File: src/rtl/boss_pkg.sv
// Shared types and aim constants for the boss attack scheduler.
// Also holds the pattern rotation and the distance-to-step mapping.
package boss_pkg;

    typedef enum logic [1:0] {
        SINGLE = 2'd0,
        SPREAD = 2'd1,
        BURST  = 2'd2
    } pattern_t;

    typedef enum logic [2:0] {
        IDLE     = 3'd0,
        COOLDOWN = 3'd1,
        PICK     = 3'd2,
        LAUNCH   = 3'd3,
        GAP      = 3'd4
    } sched_state_t;

    localparam logic [10:0] AIM_TH_LO  = 11'd32;
    localparam logic [10:0] AIM_TH_MID = 11'd128;
    localparam logic [10:0] AIM_TH_HI  = 11'd256;

    function automatic pattern_t next_pattern(input pattern_t p);
        case (p)
            SINGLE:  return SPREAD;
            SPREAD:  return BURST;
            default: return SINGLE;
        endcase
    endfunction

    // Coarse speed bands: the farther the player, the steeper the shot.
    function automatic logic [2:0] aim_step(input logic [10:0] dx);
        if (dx >= AIM_TH_HI)       return 3'd3;
        else if (dx >= AIM_TH_MID) return 3'd2;
        else if (dx >= AIM_TH_LO)  return 3'd1;
        else                       return 3'd0;
    endfunction

endpackage

File: src/rtl/slot_picker.sv
// Lowest-index free projectile slot finder (pure combinational priority encoder).
module slot_picker #(
    parameter int NSLOT = 4
) (
    input  logic [NSLOT-1:0]         i_busy,
    output logic [$clog2(NSLOT)-1:0] o_idx,
    output logic                     o_found
);
    localparam int IW = $clog2(NSLOT);

    always_comb begin
        o_found = 1'b0;
        o_idx   = '0;
        // Scan downwards so the lowest free index wins.
        for (int i = NSLOT - 1; i >= 0; i--) begin
            if (!i_busy[i]) begin
                o_found = 1'b1;
                o_idx   = IW'(i);
            end
        end
    end

endmodule

File: src/rtl/boss_attack_scheduler.sv
// Boss volley sequencer: cooldown, free-slot allocation, per-slot aim config and
// shoot handshake with timeout, rotating SINGLE -> SPREAD -> BURST patterns.
module boss_attack_scheduler
    import boss_pkg::*;
#(
    parameter int NSLOT         = 4,
    parameter int COOLDOWN_FR   = 60,
    parameter int BURST_GAP_FR  = 8,
    parameter int Y_STEP        = 2,
    parameter int LAUNCH_TMO_FR = 2
) (
    input  logic               Clk,
    input  logic               Reset_n,
    input  logic               frame_clk,
    input  logic               enable,
    input  logic [9:0]         boss_x_pos,
    input  logic [9:0]         boss_y_pos,
    input  logic [9:0]         player_x_pos,
    input  logic [NSLOT-1:0]   slot_busy,
    output logic [NSLOT-1:0]   shoot,
    output logic [NSLOT*3-1:0] x_step,
    output logic [NSLOT*3-1:0] y_step,
    output logic [NSLOT-1:0]   negative_x,
    output logic [1:0]         pattern,
    output logic               volley_done,
    output logic [7:0]         shots_dropped
);
    localparam int IW = $clog2(NSLOT);
    localparam int CW = 8;

    sched_state_t   r_state, w_state_next;
    pattern_t       r_pattern;
    logic [CW-1:0]  r_cnt, w_cnt_next;
    logic [1:0]     r_shots_left;
    logic [IW-1:0]  r_sel, w_pick_idx;
    logic           r_frame_q, r_frame_qq, r_volley_done;
    logic [7:0]     r_dropped;
    logic           w_tick, w_found, w_fire, w_ack, w_tmo, w_shot_end, w_last;
    logic           w_cd_done, w_gap_done, w_tick_used;
    logic [10:0]    w_dx_signed, w_dx;
    logic [2:0]     w_cfg_x;
    logic           w_cfg_neg;
    logic           w_unused_y;

    // boss_y_pos is latched by each projectile itself; nothing here needs it.
    assign w_unused_y = ^boss_y_pos;

    assign w_tick = r_frame_q & ~r_frame_qq;

    slot_picker #(.NSLOT(NSLOT)) u_picker (
        .i_busy  (slot_busy),
        .o_idx   (w_pick_idx),
        .o_found (w_found)
    );

    assign w_cd_done   = enable && r_state == COOLDOWN && w_tick && r_cnt == CW'(COOLDOWN_FR - 1);
    assign w_gap_done  = enable && r_state == GAP && w_tick && r_cnt == CW'(BURST_GAP_FR - 1);
    assign w_fire      = enable && r_state == PICK && w_found;
    assign w_ack       = enable && r_state == LAUNCH && slot_busy[r_sel];
    assign w_tmo       = enable && r_state == LAUNCH && !slot_busy[r_sel] && w_tick
                         && r_cnt == CW'(LAUNCH_TMO_FR - 1);
    assign w_shot_end  = w_ack || w_tmo;
    assign w_last      = w_shot_end && r_shots_left == 2'd1;
    assign w_tick_used = w_cd_done || w_tmo || w_gap_done;

    always_ff @(posedge Clk) begin
        if (!Reset_n) r_state <= IDLE;
        else          r_state <= w_state_next;
    end

    always_comb begin
        w_state_next = r_state;
        if (!enable) begin
            w_state_next = IDLE;
        end else begin
            case (r_state)
                IDLE:     w_state_next = COOLDOWN;
                COOLDOWN: if (w_cd_done) w_state_next = PICK;
                PICK:     if (w_found) w_state_next = LAUNCH;
                LAUNCH: begin
                    if (w_shot_end) begin
                        if (r_shots_left == 2'd1)    w_state_next = COOLDOWN;
                        else if (r_pattern == BURST) w_state_next = GAP;
                        else                         w_state_next = PICK;
                    end
                end
                GAP:      if (w_gap_done) w_state_next = PICK;
                default:  w_state_next = IDLE;
            endcase
        end
    end

    // A tick that did not trigger the transition itself is credited to the state being entered.
    always_comb begin
        w_cnt_next  = r_cnt;
        w_dx_signed = {1'b0, player_x_pos} - {1'b0, boss_x_pos};
        w_dx        = w_dx_signed[10] ? (~w_dx_signed + 11'd1) : w_dx_signed;
        w_cfg_x     = aim_step(w_dx);
        w_cfg_neg   = (player_x_pos < boss_x_pos);
        if (!enable)
            w_cnt_next = '0;
        else if (w_state_next != r_state)
            w_cnt_next = (w_tick && !w_tick_used) ? CW'(1) : '0;
        else if (w_tick && (r_state == COOLDOWN || r_state == LAUNCH || r_state == GAP))
            w_cnt_next = r_cnt + CW'(1);
        if (r_pattern == SPREAD) begin
            case (r_shots_left)
                2'd3:    begin w_cfg_x = 3'd2; w_cfg_neg = 1'b1; end
                2'd2:    begin w_cfg_x = 3'd0; w_cfg_neg = 1'b0; end
                default: begin w_cfg_x = 3'd2; w_cfg_neg = 1'b0; end
            endcase
        end
    end

    always_ff @(posedge Clk) begin
        if (!Reset_n) begin
            r_frame_q     <= 1'b0;
            r_frame_qq    <= 1'b0;
            r_cnt         <= '0;
            r_shots_left  <= '0;
            r_sel         <= '0;
            r_pattern     <= SINGLE;
            r_volley_done <= 1'b0;
            r_dropped     <= '0;
        end else begin
            r_frame_q     <= frame_clk;
            r_frame_qq    <= r_frame_q;
            r_cnt         <= w_cnt_next;
            r_volley_done <= w_last;
            if (!enable)         r_shots_left <= '0;
            else if (w_cd_done)  r_shots_left <= (r_pattern == SINGLE) ? 2'd1 : 2'd3;
            else if (w_shot_end) r_shots_left <= r_shots_left - 2'd1;
            if (w_last) r_pattern <= next_pattern(r_pattern);
            if (w_fire) r_sel <= w_pick_idx;
            if (w_tmo && r_dropped != 8'hFF) r_dropped <= r_dropped + 8'd1;
        end
    end

    // Per-slot config only changes when that slot is picked, so in-flight shots keep theirs.
    genvar gi;
    generate
        for (gi = 0; gi < NSLOT; gi++) begin : g_slot
            logic       r_shoot_s, r_neg_s;
            logic [2:0] r_x_s, r_y_s;
            logic       w_hit, w_mine;
            assign w_hit  = w_fire && (w_pick_idx == IW'(gi));
            assign w_mine = (r_sel == IW'(gi));
            always_ff @(posedge Clk) begin
                if (!Reset_n) begin
                    r_shoot_s <= 1'b0;
                    r_neg_s   <= 1'b0;
                    r_x_s     <= '0;
                    r_y_s     <= '0;
                end else begin
                    if (!enable || (w_shot_end && w_mine)) r_shoot_s <= 1'b0;
                    else if (w_hit)                        r_shoot_s <= 1'b1;
                    if (w_hit) begin
                        r_x_s   <= w_cfg_x;
                        r_neg_s <= w_cfg_neg;
                        r_y_s   <= 3'(Y_STEP);
                    end
                end
            end
            assign shoot[gi]            = r_shoot_s;
            assign negative_x[gi]       = r_neg_s;
            assign x_step[3*gi +: 3]    = r_x_s;
            assign y_step[3*gi +: 3]    = r_y_s;
        end
    endgenerate

    assign pattern       = r_pattern;
    assign volley_done   = r_volley_done;
    assign shots_dropped = r_dropped;

endmodule

File: config.mk
export PLATFORM = sky130hd
export DESIGN_NAME = boss_attack_scheduler
export DESIGN_NICKNAME = d
export VERILOG_FILES = /design/src/rtl/boss_pkg.sv /design/src/rtl/slot_picker.sv /design/src/rtl/boss_attack_scheduler.sv
export SDC_FILE = /design/constraint.sdc
export NUM_CORES = 1
export LEC_CHECK = 0
export ABC_AREA = 1
export BUFFER_PORTS_ARGS = -buffer_cell sky130_fd_sc_hd__clkbuf_2
export CORE_ASPECT_RATIO = 0.75
export CORE_MARGIN = 2
export CORE_UTILIZATION = 57
export DETAILED_ROUTE_END_ITERATION = 10
export PLACE_DENSITY = 0.84
export SYNTH_ARGS = -nofsm -noshare
export SYNTH_HDL_FRONTEND = slang
export SYNTH_SLANG_ARGS = --single-unit
File: constraint.sdc
create_clock -name Clk -period 3.85 [get_ports Clk]
set_input_delay 0.77 -clock Clk [delete_from_list [all_inputs] [get_ports Clk]]
set_output_delay 0.77 -clock Clk [all_outputs]
set_load 0.01 [all_outputs]
Word-level counts from Yosys, hierarchy flattened. Index checks and enable logic that the tools add are counted.

Add/sub/neg operators: 5. Multiply operators: 0. Divide/modulo/power cells: 0. $lt $le $gt $ge: 5. Equality and inequality tests: 20. Shift operators: 0. Mux-type cells: 33. Bitwise logic cells: 4. Reductions and logical operators: 48.

Operators with widths (count): 1-bit logical AND (25); 3-bit two-way mux (8); 2-bit two-way mux (10); 8-bit by 1-bit adder with 8-bit output (second input constant) (2); 8-bit two-way mux (2); 3-bit one-hot mux with 5 select lines (1); 2-bit equality test (second input constant) (7); 11-bit by 1-bit adder with 11-bit output (second input constant) (1); 11-bit by 6-bit greater-or-equal comparator with 1-bit output (second input constant) (1); 11-bit by 8-bit greater-or-equal comparator with 1-bit output (second input constant) (1); 11-bit by 9-bit greater-or-equal comparator with 1-bit output (second input constant) (1); 11-bit two-way mux (1); 11-bit inverter (1); 10-bit by 10-bit subtractor with 11-bit output (1); 10-bit less-than comparator (1); 1-bit logical OR (9); 1-bit two-way mux (9); 2-bit by 1-bit equality test with 1-bit output (second input constant) (4); 8-bit by 1-bit equality test with 1-bit output (second input constant) (1); 8-bit by 3-bit equality test with 1-bit output (second input constant) (1); 8-bit by 6-bit equality test with 1-bit output (second input constant) (1); 8-bit inequality test (second input constant) (1); 2-bit OR reduction (4); 3-bit by 2-bit equality test with 1-bit output (second input constant) (2); other kinds (14) (20).

Flip-flop bits (word level): 52. Bits in latches: 0. Memory bits (writable): 0. Bits in read-only memories: 0. Memories: 0.

Longest topological paths before layout. Gate-level depths: netlist of run 1.

Depth after elaboration: 12. Gate-level depth with buffers: 20. Depth with buffers taken out: 20.

Hierarchy. Synthesis of run 1 repeated with hierarchy kept, for this count alone.

Cell total of the unflattened synthesis: 515. Area total of the unflattened synthesis: 3276.9 um^2.

Modules (own cells, without submodules): boss_attack_scheduler (instances 1, cells each 506, area each 3240.6 um^2, sequential area each 960.9 um^2); slot_picker (instances 1, cells each 9, area each 36.3 um^2, sequential area each 0.0 um^2).

Least setup slack after synthesis of run 1. OpenSTA, ideal clock, no wires.

Path kind: input -> register. From: input port player_x_pos[0]. To: register g_slot[2].r_x_s[0]. Setup time: 109 ps. Arrival time: 2524 ps. Path slack: 1217 ps. Stages: 20. Buffers on the path: 0. Cells stage by stage: inv_1 -> ha_1 -> inv_1 -> fa_1 -> nand2_1 -> nand2_1 -> nand3_1 -> nand2_1 -> nand2_1 -> nand2_1 -> nand2_2 -> nand2_1 -> nand2_1 -> nand2_1 -> nand2_1 -> nand3_1 -> nand2_2 -> nand3_1 -> nand2_1 -> inv_1.

Cells in the longest elaborated chain, start to end: 9. Elaborated cells between the ends (all ways): 11. Those cells by class: add/sub: 2; order compare: 3; mux: 5; bitwise: 1.

RTL lines: from (decl) (line boss_attack_scheduler.sv:18) `input logic [9:0] player_x_pos,`; 10-bit by 10-bit subtractor with 11-bit output * (line boss_attack_scheduler.sv:96) `w_dx_signed = {1'b0, player_x_pos} - {1'b0, boss_x_pos};`; 11-bit inverter (line boss_attack_scheduler.sv:97) `w_dx = w_dx_signed[10] ? (~w_dx_signed + 11'd1) : w_dx_signed;`; 11-bit by 1-bit adder with 11-bit output (line boss_attack_scheduler.sv:97); 11-bit two-way mux * (line boss_attack_scheduler.sv:97); 11-bit by 6-bit greater-or-equal comparator with 1-bit output (line boss_pkg.sv:35) `else if (dx >= AIM_TH_LO) return 3'd1;`; 1-bit two-way mux (line boss_pkg.sv:35); 2-bit two-way mux (line boss_pkg.sv:34) `else if (dx >= AIM_TH_MID) return 3'd2;`; 2-bit two-way mux * (line boss_pkg.sv:33) `if (dx >= AIM_TH_HI) return 3'd3;`; 3-bit two-way mux * (line boss_attack_scheduler.sv:106) `if (r_pattern == SPREAD) begin`; to (signal assigned) (line boss_attack_scheduler.sv:158) `r_x_s <= w_cfg_x;`; to (decl) (line boss_attack_scheduler.sv:144) `logic [2:0] r_x_s, r_y_s;`.

Mark *: on every way between the ends. The rest lies on a longest branch, timed or not. A chain may end at the register's enable or synchronous reset.

Worst setup path in the final report of run 1.
From: input port player_x_pos[0]. To: register g_slot[2].r_x_s[1].

Cells in the longest elaborated chain, start to end: 8. Elaborated cells between the ends (all ways): 9. Those cells by class: add/sub: 2; order compare: 2; mux: 4; bitwise: 1.

RTL lines (line): 10-bit by 10-bit subtractor with 11-bit output * (boss_attack_scheduler.sv:96); 11-bit inverter (boss_attack_scheduler.sv:97); 11-bit by 1-bit adder with 11-bit output (boss_attack_scheduler.sv:97); 11-bit two-way mux * (boss_attack_scheduler.sv:97); 11-bit by 8-bit greater-or-equal comparator with 1-bit output (boss_pkg.sv:34); 2-bit two-way mux (boss_pkg.sv:34); 2-bit two-way mux * (boss_pkg.sv:33); 3-bit two-way mux * (boss_attack_scheduler.sv:106).

Marked as above.

==> flow_summary.json, run 1 <==
{
  "finalNetCount": 639,
  "htreeDepth": 2,
  "cp_max_fo": 4,
  "initial_utilization_pct": 59.13,
  "rows": 24,
  "maxCapViolations": 0,
  "synth-seq-cells": 48,
  "ys_seq_area_share_pct": 28.04,
  "die_h_um": 71.15,
  "postCtsHoldBufs": 0,
  "r2r_end": "r_cnt[0]",
  "dr.pass1.iters": 4,
  "syn_inst": 533,
  "min_period_ns": 2.802,
  "syn_avg_cell_area_sq_um": 6.430,
  "rsz0062_at_grt": "false",
  "post_drt_wl_per_cell_um": 11.76,
  "worstPathCellList": "clkbuf_2 > inv_1 > ha_1 > inv_1 > fa_1 > nand2_1 > nand2_1 > nand3_1 > nand3_1 > nor2_1 > nand3_1 > nand2_1 > o21ai_1 > o21ai_1 > nand3_1 > nand2_1 > inv_1",
  "clk_latency_ns": 0.30,
  "clkTransAtPathRegs_ns": 0.09,
  "core_area_sq_um": 5796,
  "grt_pass1_vias": 3070,
  "die-area_sq_um": 6655,
  "met3_usage_pct": 4.260,
  "cts_tree": "built",
  "grt_pass1_wl_mm": 13.06,
  "synth_cell_type_count": 41,
  "grt_max_degree": 21,
  "worst_setup_path_start_kind": "primary input",
  "cts_max_path_buffers": 2,
  "worst_slack_ns": 1.048,
  "routed_wl_mm": 7.799,
  "sw_frac_of_total_pct": 29.72,
  "min_period_over_period_pct": 72.78,
  "crit_family": "simple AND/OR/NAND/NOR gates",
  "r2r_start": "r_cnt[0]",
  "synth_edf_count": 0,
  "detail-route-antenna-nets": 0,
  "ctsResizeCount": 0,
  "cts_buffers": 5,
  "path_buf_inv": 4,
  "hold_path_end": "r_frame_qq",
  "hold_class": "reg -> reg",
  "gp_congestion": 0.9026,
  "die_w_um": 93.54,
  "met2_usage_pct": 41.09,
  "cp.arrival_ns": 3.01,
  "ctsRootBufferMaster": "clkbuf_8",
  "pwr-share-clk_pct": 33.6,
  "r2r_cells": 14,
  "stdcell_count": 663,
  "grt_overflow": 0,
  "ys_async_sr_fraction_pct": 0,
  "finalSetupViolations": 0,
  "place_hpwl_mm": 6.002,
  "internal-power_w": 0.0007647,
  "antenna_found_initial": 0,
  "drt_iter0_drc": 216,
  "syn2layout_area_growth_pct": 10.51,
  "stdcell_area_sq_um": 3787,
  "power_switching_w": 0.0003234,
  "finalClockSkew_ns": 0.005877,
  "cts_sinks": 48,
  "postCtsSetupBuffers": 0,
  "num_vias": 3355,
  "setup_tns_ns": 0,
  "placed_cell_area_sq_um": 3676,
  "worstHoldStart": "r_frame_q",
  "r2r_slack_ns": 1.55,
  "crit_path_end_kind": "flip-flop",
  "portBuffers": 58,
  "avgViaCountPerCell": 5.060,
  "top_usage_layer": "met2",
  "pwr-share-seq_pct": 46.0,
  "final-hold-violation-count": 0,
  "synth_area_sq_um": 3427,
  "final_max_slew_viol_count": 0,
  "track_usage_pct": 23.78,
  "powerDensity_nw_per_um2": 287.3,
  "worst_pin_slew_ns": 0.5366,
  "cpPeakStageDelay_ns": 0.44,
  "combinationalPowerShare_pct": 20.4,
  "drive_gt1_share_pct": 18.29,
  "diodes": 0,
  "io_pins": 81,
  "worstPathRequired_ns": 4.06,
  "slowest_stage": "fa_1",
  "grtUsageMet1_pct": 31.14,
  "ir_worst_vdd_uv": 196.5,
  "drc": 0,
  "leakage_nw": 2.026,
  "fmax_mhz": 356.9,
  "n_fill_cell": 522,
  "crit_type": "in -> reg",
  "ys.flop_type": "dfxtp_1",
  "dp_cells": 655,
  "pre_cts_ws_ns": 0.7778,
  "status": "complete, no violations",
  "synth_warnings": 0,
  "hold_path_depth": 2,
  "relSlewSlack_pct": 64.03
}
-- metrics by stage --
step / hold WS [ns] / power [W] / util, %
finish: 0.4379 / 0.001088 / 65.35
detailed placement: 0.4235 / 0.0007296 / 63.43
floorplan: 0.4071 / 0.0006877 / -
global route: 0.4862 / 0.001142 / 65.35
global placement: 0.4117 / 0.0007201 / 63.43
CTS: 0.4417 / 0.001088 / 65.35
-- layout by cell type, fill, tap and decap left out, types with 2 or more instances in the layout --
cell type | netlist | final
a21oi_1 | 22 | 22
a31oi_1 | 5 | 5
clkbuf_2 | 0 | 58
clkbuf_8 | 0 | 5
conb_1 | 1 | 12
dfxtp_1 | 48 | 48
ha_1 | 16 | 16
inv_1 | 90 | 90
inv_2 | 9 | 9
nand2_1 | 123 | 123
nand2_2 | 6 | 6
nand3_1 | 44 | 44
nand3_2 | 5 | 5
nand3b_1 | 2 | 2
nand4_1 | 9 | 9
nor2_1 | 54 | 54
nor2_2 | 10 | 10
nor2_4 | 2 | 2
nor3_1 | 6 | 6
nor3_2 | 3 | 3
o211ai_1 | 2 | 2
o21a_1 | 7 | 7
o21ai_0 | 18 | 18
o21ai_1 | 6 | 6
xor2_1 | 5 | 5
-- layer usage --
metal  vias to the layer above  wire length (um)
met2                       102              3609
met3                        12               475
met4                         0                78
met5                         -                 0
met1                      1492              3635
li1                       1749                 -
-- cells in the mapped netlist (2+ instances only) --
library cell	number	area [sq um]
ha_1	16	200.2
a31oi_1	5	31.28
inv_1	90	337.8
xor2_1	5	43.79
inv_2	9	33.78
nand4_1	9	56.30
nor2_1	54	202.7
nand3b_1	2	15.01
nand3_1	44	220.2
o21a_1	7	52.55
buf_4	21	157.7
nor2_2	10	62.56
o21ai_1	6	30.03
o211ai_1	2	15.01
dfxtp_1	48	960.9
nor2_4	2	22.52
o21ai_0	18	90.09
clkbuf_1	3	11.26
nand3_2	5	50.05
nor3_1	6	30.03
nor3_2	3	30.03
nand2_2	6	37.54
a21oi_1	22	110.1
nand2_1	123	461.7
-- worst reg2reg max path, cell delays in order, from the launching register on --
cell and delay (ns):
dfxtp_1 0.40, ha_1 0.18, nor3b_1 0.27, nand4_1 0.19, nand2_1 0.35, nand2_1 0.12, nand2_1 0.10, nand2_2 0.06
nand2_2 0.06, nand2_1 0.05, nand2_1 0.09, inv_2 0.05, nor2_4 0.13, nor2_1 0.05, nor2_1 0.15
-- layout make-up --
| type | instances | area [sq um] | share of cell area, % |
|---|---|---|---|
| clock buffer | 5 | 68.82 | 1.817 |
| clock inverter | 3 | 42.54 | 1.123 |
| inverter | 100 | 375.4 | 9.911 |
| multi-input combinational | 371 | 1952 | 51.54 |
| sequential | 48 | 960.9 | 25.37 |
| tap | 78 | 97.59 | 2.577 |
| timing repair buffer | 58 | 290.3 | 7.664 |
-- how the worst max path moves through the flow --
stage,from,to,slack (ns),cells after the start
finish,player_x_pos[0],g_slot[2].r_x_s[1],1.05,17
global route,player_x_pos[0],g_slot[2].r_x_s[1],0.79,21
global placement,player_x_pos[0],g_slot[1].r_x_s[1],0.87,17
CTS,player_x_pos[0],g_slot[2].r_x_s[1],1.09,21
detailed placement,player_x_pos[0],g_slot[1].r_x_s[1],0.78,21
floorplan,player_x_pos[0],g_slot[2].r_x_s[0],1.22,20
-- logic make-up (layout without fill, tap and decap cells) --
logic type / after synthesis / count (layout) / share of synthesized area [%]
XOR/XNOR: 6 / 6 / 1.533
AO/OA/AOI/OAI: 65 / 65 / 11.10
flip-flops: 48 / 48 / 28.04
AND/OR/NAND/NOR: 271 / 271 / 36.58
other: 1 / 12 / 0.1094
buffers and inverters: 125 / 166 / 16.21
adder cells (fa/ha/maj): 17 / 17 / 6.426
-- registers in the layout, summed over array words and instances (netlist names) --
name,cells
g_slot.r_x_s,8
r_frame_q,1
volley_done,1
g_slot.r_shoot_s,4
r_sel,2
pattern,2
r_state,3
g_slot.r_y_s,4
g_slot.r_neg_s,4
r_cnt,8
r_shots_left,2
shots_dropped,8
r_frame_qq,1
-- power by group through the flow --
stage               Sequential [W]  Clock (W)  Combinational [W]
detailed placement        0.000512          0           0.000218
CTS                       0.000500   0.000368           0.000219
finish                    0.000500   0.000366           0.000222
floorplan                 0.000511          0           0.000176
global placement          0.000512          0           0.000208
global route              0.000501   0.000388           0.000254
Note: power is estimated with default switching activity, not from simulation.
==> run 2, diff against run 1 <==
CORE_UTILIZATION = 49   (was 57)
PLACE_DENSITY = 0.77   (was 0.84)
clock period = 2.4 ns   (was 3.85 ns; I/O delays follow)
==> flow_summary.json, run 2 (synthesis gave the netlist of run 1 again) <==
{
  "status": "complete, no violations",
  "dp_cells": 681,
  "initial_utilization_pct": 50.40,
  "maxCapViolations": 0,
  "drt_iter0_drc": 126,
  "diodes": 0,
  "clkTransAtPathRegs_ns": 0.09,
  "worstPathRequired_ns": 2.61,
  "crit_path_end_kind": "flip-flop",
  "ctsRootBufferMaster": "clkbuf_8",
  "wl_met2_mm": 3.560,
  "min_period_ns": 2.334,
  "layout_commonest_cell": "nand2_1",
  "die_h_um": 76.43,
  "grt_pass1_vias": 3190,
  "final_max_slew_viol_count": 0,
  "final-hold-violation-count": 0,
  "post_drt_wl_per_cell_um": 11.52,
  "antenna_found_initial": 0,
  "grt_pass1_wl_mm": 13.40,
  "hold_class": "in -> reg",
  "min_period_over_period_pct": 97.26,
  "io_pins": 81,
  "grt_max_degree": 21,
  "worst_pin_slew_ns": 0.6135,
  "powerDensity_nw_per_um2": 458.1,
  "syn2layout_area_growth_pct": 19.17,
  "die_w_um": 100.6,
  "stdcell_count": 691,
  "cp_max_fo": 8,
  "routed_wl_mm": 7.958,
  "portBuffers": 58,
  "cp.arrival_ns": 2.55,
  "crit_type": "in -> reg",
  "layout_common_cells": "nand2_1 (115), inv_1 (88), clkbuf_2 (57)",
  "rows": 26,
  "detail-route-antenna-nets": 0,
  "final_util_pct": 60.07,
  "place_hpwl_mm": 6.192,
  "postCtsHoldBufs": 0,
  "power.total_w": 0.001871,
  "htreeDepth": 2,
  "fmax_mhz": 428.4,
  "gp_congestion": 0.8655,
  "core_area_sq_um": 6799,
  "met3WireLength_um": 417,
  "clk_latency_ns": 0.31,
  "drive_gt1_share_pct": 25.37,
  "relSlewSlack_pct": 58.88,
  "grt_overflow": 0,
  "met1_length_mm": 3.882,
  "worst_setup_path_start_kind": "primary input",
  "avgViaCountPerCell": 5.010,
  "cts_tree": "built",
  "num_vias": 3462,
  "ir_worst_vdd_uv": 226.5,
  "finalClockSkew_ns": 0.01144,
  "track_usage_pct": 20.97,
  "cts_max_path_buffers": 2,
  "drc": 0,
  "top_layer": "met4",
  "n_fill_cell": 665,
  "finalSetupViolations": 0,
  "cts_buffers": 5,
  "dr.pass1.iters": 5,
  "finalNetCount": 661,
  "cts_sinks": 48,
  "leakage_nw": 2.151,
  "rsz0062_at_grt": "true",
  "die-area_sq_um": 7686
}
==> run 2: cell types whose count changed in the layout (fill, tap and decap cells not counted), sizes merged <==
cell	change
buf	+23
clkinvlp	-1
==> run 2: area by class of cell <==
type,instances,area (sq um),share of cell area [%]
Inverter,100,380.4,9.314
Clock buffer,6,82.58,2.022
Clock inverter,2,38.79,0.9498
Sequential cell,48,960.9,23.53
Multi-Input combinational cell,371,2054,50.31
Timing Repair Buffer,80,461.7,11.31
Tap cell,84,105.1,2.574
==> run 2: power by group <==
part	total, W	internal [W]	leakage (nW)	switching [W]
Clock	0.000628	0.000341	0.0614	0.000287
Sequential	0.000803	0.000799	0.387	0.00000342
Combinational	0.000440	0.000173	1.70	0.000268
==> run 2: metrics by stage <==
step	instance area, sq um	TNS, ns	hold slack, ns	setup slack (ns)
finish	4084	0	0.3865	0.06580
floorplan	3468	0	0.4071	0.05728
CTS	3955	0	0.3923	0.01367
global placement	3834	-1.730	0.4114	-0.2290
global route	4084	-0.7583	0.4024	-0.1140
detailed placement	3834	-2.407	0.4291	-0.3176
==> run 2: what timing repair did <==
action,in CTS,in global routing
setup buffers,0,2
setup endpoints to repair,0,14
gates resized for setup,0,31
hold endpoints to repair,0,0
==> run 2: worst max-delay path: stages <==
cell	delay (ns)
buf_6	0.09
inv_4	0.05
ha_4	0.13
inv_4	0.03
fa_2	0.40
nand2_2	0.08
nand2_2	0.10
nand3_2	0.11
nand2_1	0.07
nand2_1	0.10
nand2_2	0.09
nand2_4	0.11
nand2_1	0.09
nand2_1	0.08
nand2_1	0.05
nand2_1	0.07
nand3_2	0.09
nand2_4	0.13
nand3_1	0.09
nand2_1	0.08
inv_1	0.03
==> run 2: metal layers <==
layer,global-route usage (%),vias up
li1,-,1790
met1,29.27,1556
met2,33.69,105
met3,3.486,11
met4,5.068,0
met5,0,-
==> run 2: path summary, 6_finish.rpt <==
path,cells after the start,slack (ns),startpoint,end
setup / recovery,21,0.07,player_x_pos[0],g_slot[1].r_x_s[1]
hold / removal,3,0.39,frame_clk,r_frame_q
setup reg to reg,15,0.31,r_cnt[1],r_cnt[5]
hold reg to reg,2,0.45,r_frame_q,r_frame_qq
==> run 3, diff against run 2 <==
CORE_UTILIZATION = 55   (was 49)
PLACE_DENSITY = 0.81   (was 0.77)
clock period = 2.2 ns   (was 2.4 ns; I/O delays follow)
==> flow_summary.json, run 3 (synthesis gave the netlist of run 1 again) <==
{
  "status": "finished with violations",
  "violations": "setup timing",
  "avgViaCountPerCell": 5.137,
  "clk_latency_ns": 0.29,
  "cts_tree": "built",
  "rows": 24,
  "crit_path_end_kind": "flip-flop",
  "relSlewSlack_pct": 60.68,
  "core_area_sq_um": 5916,
  "drive_gt1_share_pct": 26.97,
  "detail-route-antenna-nets": 0,
  "ff_latch_area_sq_um": 963.4,
  "final_util_pct": 69.35,
  "htreeDepth": 2,
  "drc": 0,
  "final_max_slew_viol_count": 0,
  "worst_setup_path_start_kind": "primary input",
  "gp_congestion": 0.8912,
  "track_usage_pct": 24.79,
  "finalClockSkew_ns": 0.003012,
  "clkTransAtPathRegs_ns": 0.08,
  "grt_overflow": 0,
  "postCtsHoldBufs": 0,
  "die_w_um": 95.15,
  "cts_sinks": 48,
  "rsz0062_at_grt": "true",
  "antenna_found_initial": 0,
  "num_vias": 3524,
  "min_period_over_period_pct": 104.3,
  "initial_utilization_pct": 57.93,
  "syn2layout_area_growth_pct": 19.72,
  "multi_input_area_sq_um": 2093,
  "stdcell_count": 686,
  "fmax_mhz": 435.8,
  "routed_wl_mm": 8.282,
  "drt_iter0_drc": 186,
  "pre_cts_ws_ns": -0.4778,
  "dp_cells": 678,
  "die-area_sq_um": 6885,
  "finalNetCount": 663,
  "grt_pass1_vias": 3271,
  "ir_worst_vdd_uv": 264.0,
  "cp.arrival_ns": 2.50,
  "n_fill_cell": 523,
  "final-hold-violation-count": 0,
  "io_pins": 81,
  "worstPathRequired_ns": 2.40,
  "worst_slack_ns": -0.09472,
  "die_h_um": 72.36,
  "layout_commonest_cell": "nand2_1",
  "leakage_nw": 2.158,
  "crit_type": "in -> reg",
  "diodes": 0,
  "finalSetupViolations": 8,
  "grt_max_degree": 17,
  "worst_pin_slew_ns": 0.5891,
  "post_drt_wl_per_cell_um": 12.07,
  "place_hpwl_mm": 6.513,
  "dr.pass1.iters": 5,
  "portBuffers": 58,
  "cts_max_path_buffers": 2,
  "ctsRootBufferMaster": "clkbuf_8",
  "cts_buffers": 5,
  "maxCapViolations": 0,
  "layout_common_cells": "nand2_1 (113), inv_1 (88), clkbuf_2 (57)",
  "powerDensity_nw_per_um2": 457.2,
  "min_period_ns": 2.295,
  "power.total_w": 0.001876,
  "grt_pass1_wl_mm": 13.95,
  "cp_max_fo": 8,
  "hold_class": "in -> reg"
}
## run 3: changes by cell type in the layout (fill, tap and decap cells not counted), sizes merged
cell,delta
bufinv,-1
buf,+2
## run 3: per-stage QoR
| stage | area [sq um] | TNS, ns | hold WS (ns) |
|---|---|---|---|
| 6_report | 4103 | -0.6932 | 0.3330 |
| 5_1_grt | 4103 | -1.728 | 0.3573 |
| 4_1_cts | 4063 | 0 | 0.3357 |
| 3_5_place_dp | 3914 | -3.996 | 0.4307 |
| 3_3_place_gp | 3914 | -2.907 | 0.4217 |
| 2_1_floorplan | 3533 | -0.06608 | 0.4071 |
## run 3: power breakdown
group | internal (W) | switching [W]
combinational | 0.000196 | 0.000311
clock | 0.000217 | 0.000277
sequential | 0.000872 | 0.00000379
total | 0.00128 | 0.000592
## run 3: area by class of cell
type                    count  area share, %
multi-input cells         371          51.02
flip-flops and latches     48          23.48
repair buffers             82          11.71
inverters                 100          9.515
well taps                  78          2.379
clock buffers               6          1.769
clock inverters             1         0.1220
## run 3: critical path, cell delays in order
cell	delay [ns]
buf_8	0.11
inv_12	0.04
ha_4	0.12
inv_4	0.03
fa_2	0.39
nand2_2	0.09
nand2_2	0.07
nor3_2	0.18
nand3_1	0.11
nor2_2	0.17
nand2_1	0.10
nand2_1	0.09
nand2_1	0.06
nand2_1	0.08
nand3_2	0.09
nand2_4	0.14
nand3_1	0.08
nand2_1	0.07
inv_1	0.03
## run 3: per-layer routing
metal / vias to the layer above / GRT usage, % / share of wire, %
met3: 8 / 4.984 / 7.0
met1: 1605 / 32.48 / 46
met5: - / 0 / 0
met4: 0 / 5.314 / 0.76
li1: 1800 / - / -
met2: 111 / 42.33 / 46
## run 3: timing repair
item	in CTS	in global routing
pin swaps	13	18
buffers inserted	1	0
endpoints found under the setup margin	8	21
resized for setup	15	14
## run 3: path summary, 6_finish.rpt
path | startpoint | endpoint | slack, ns | depth (start not counted)
hold reg to reg | r_frame_q | r_frame_qq | 0.44 | 2
setup reg to reg | r_cnt[1] | r_cnt[6] | 0.18 | 15
setup / recovery | player_x_pos[0] | g_slot[1].r_x_s[0] | -0.09 | 19
hold / removal | frame_clk | r_frame_q | 0.33 | 3
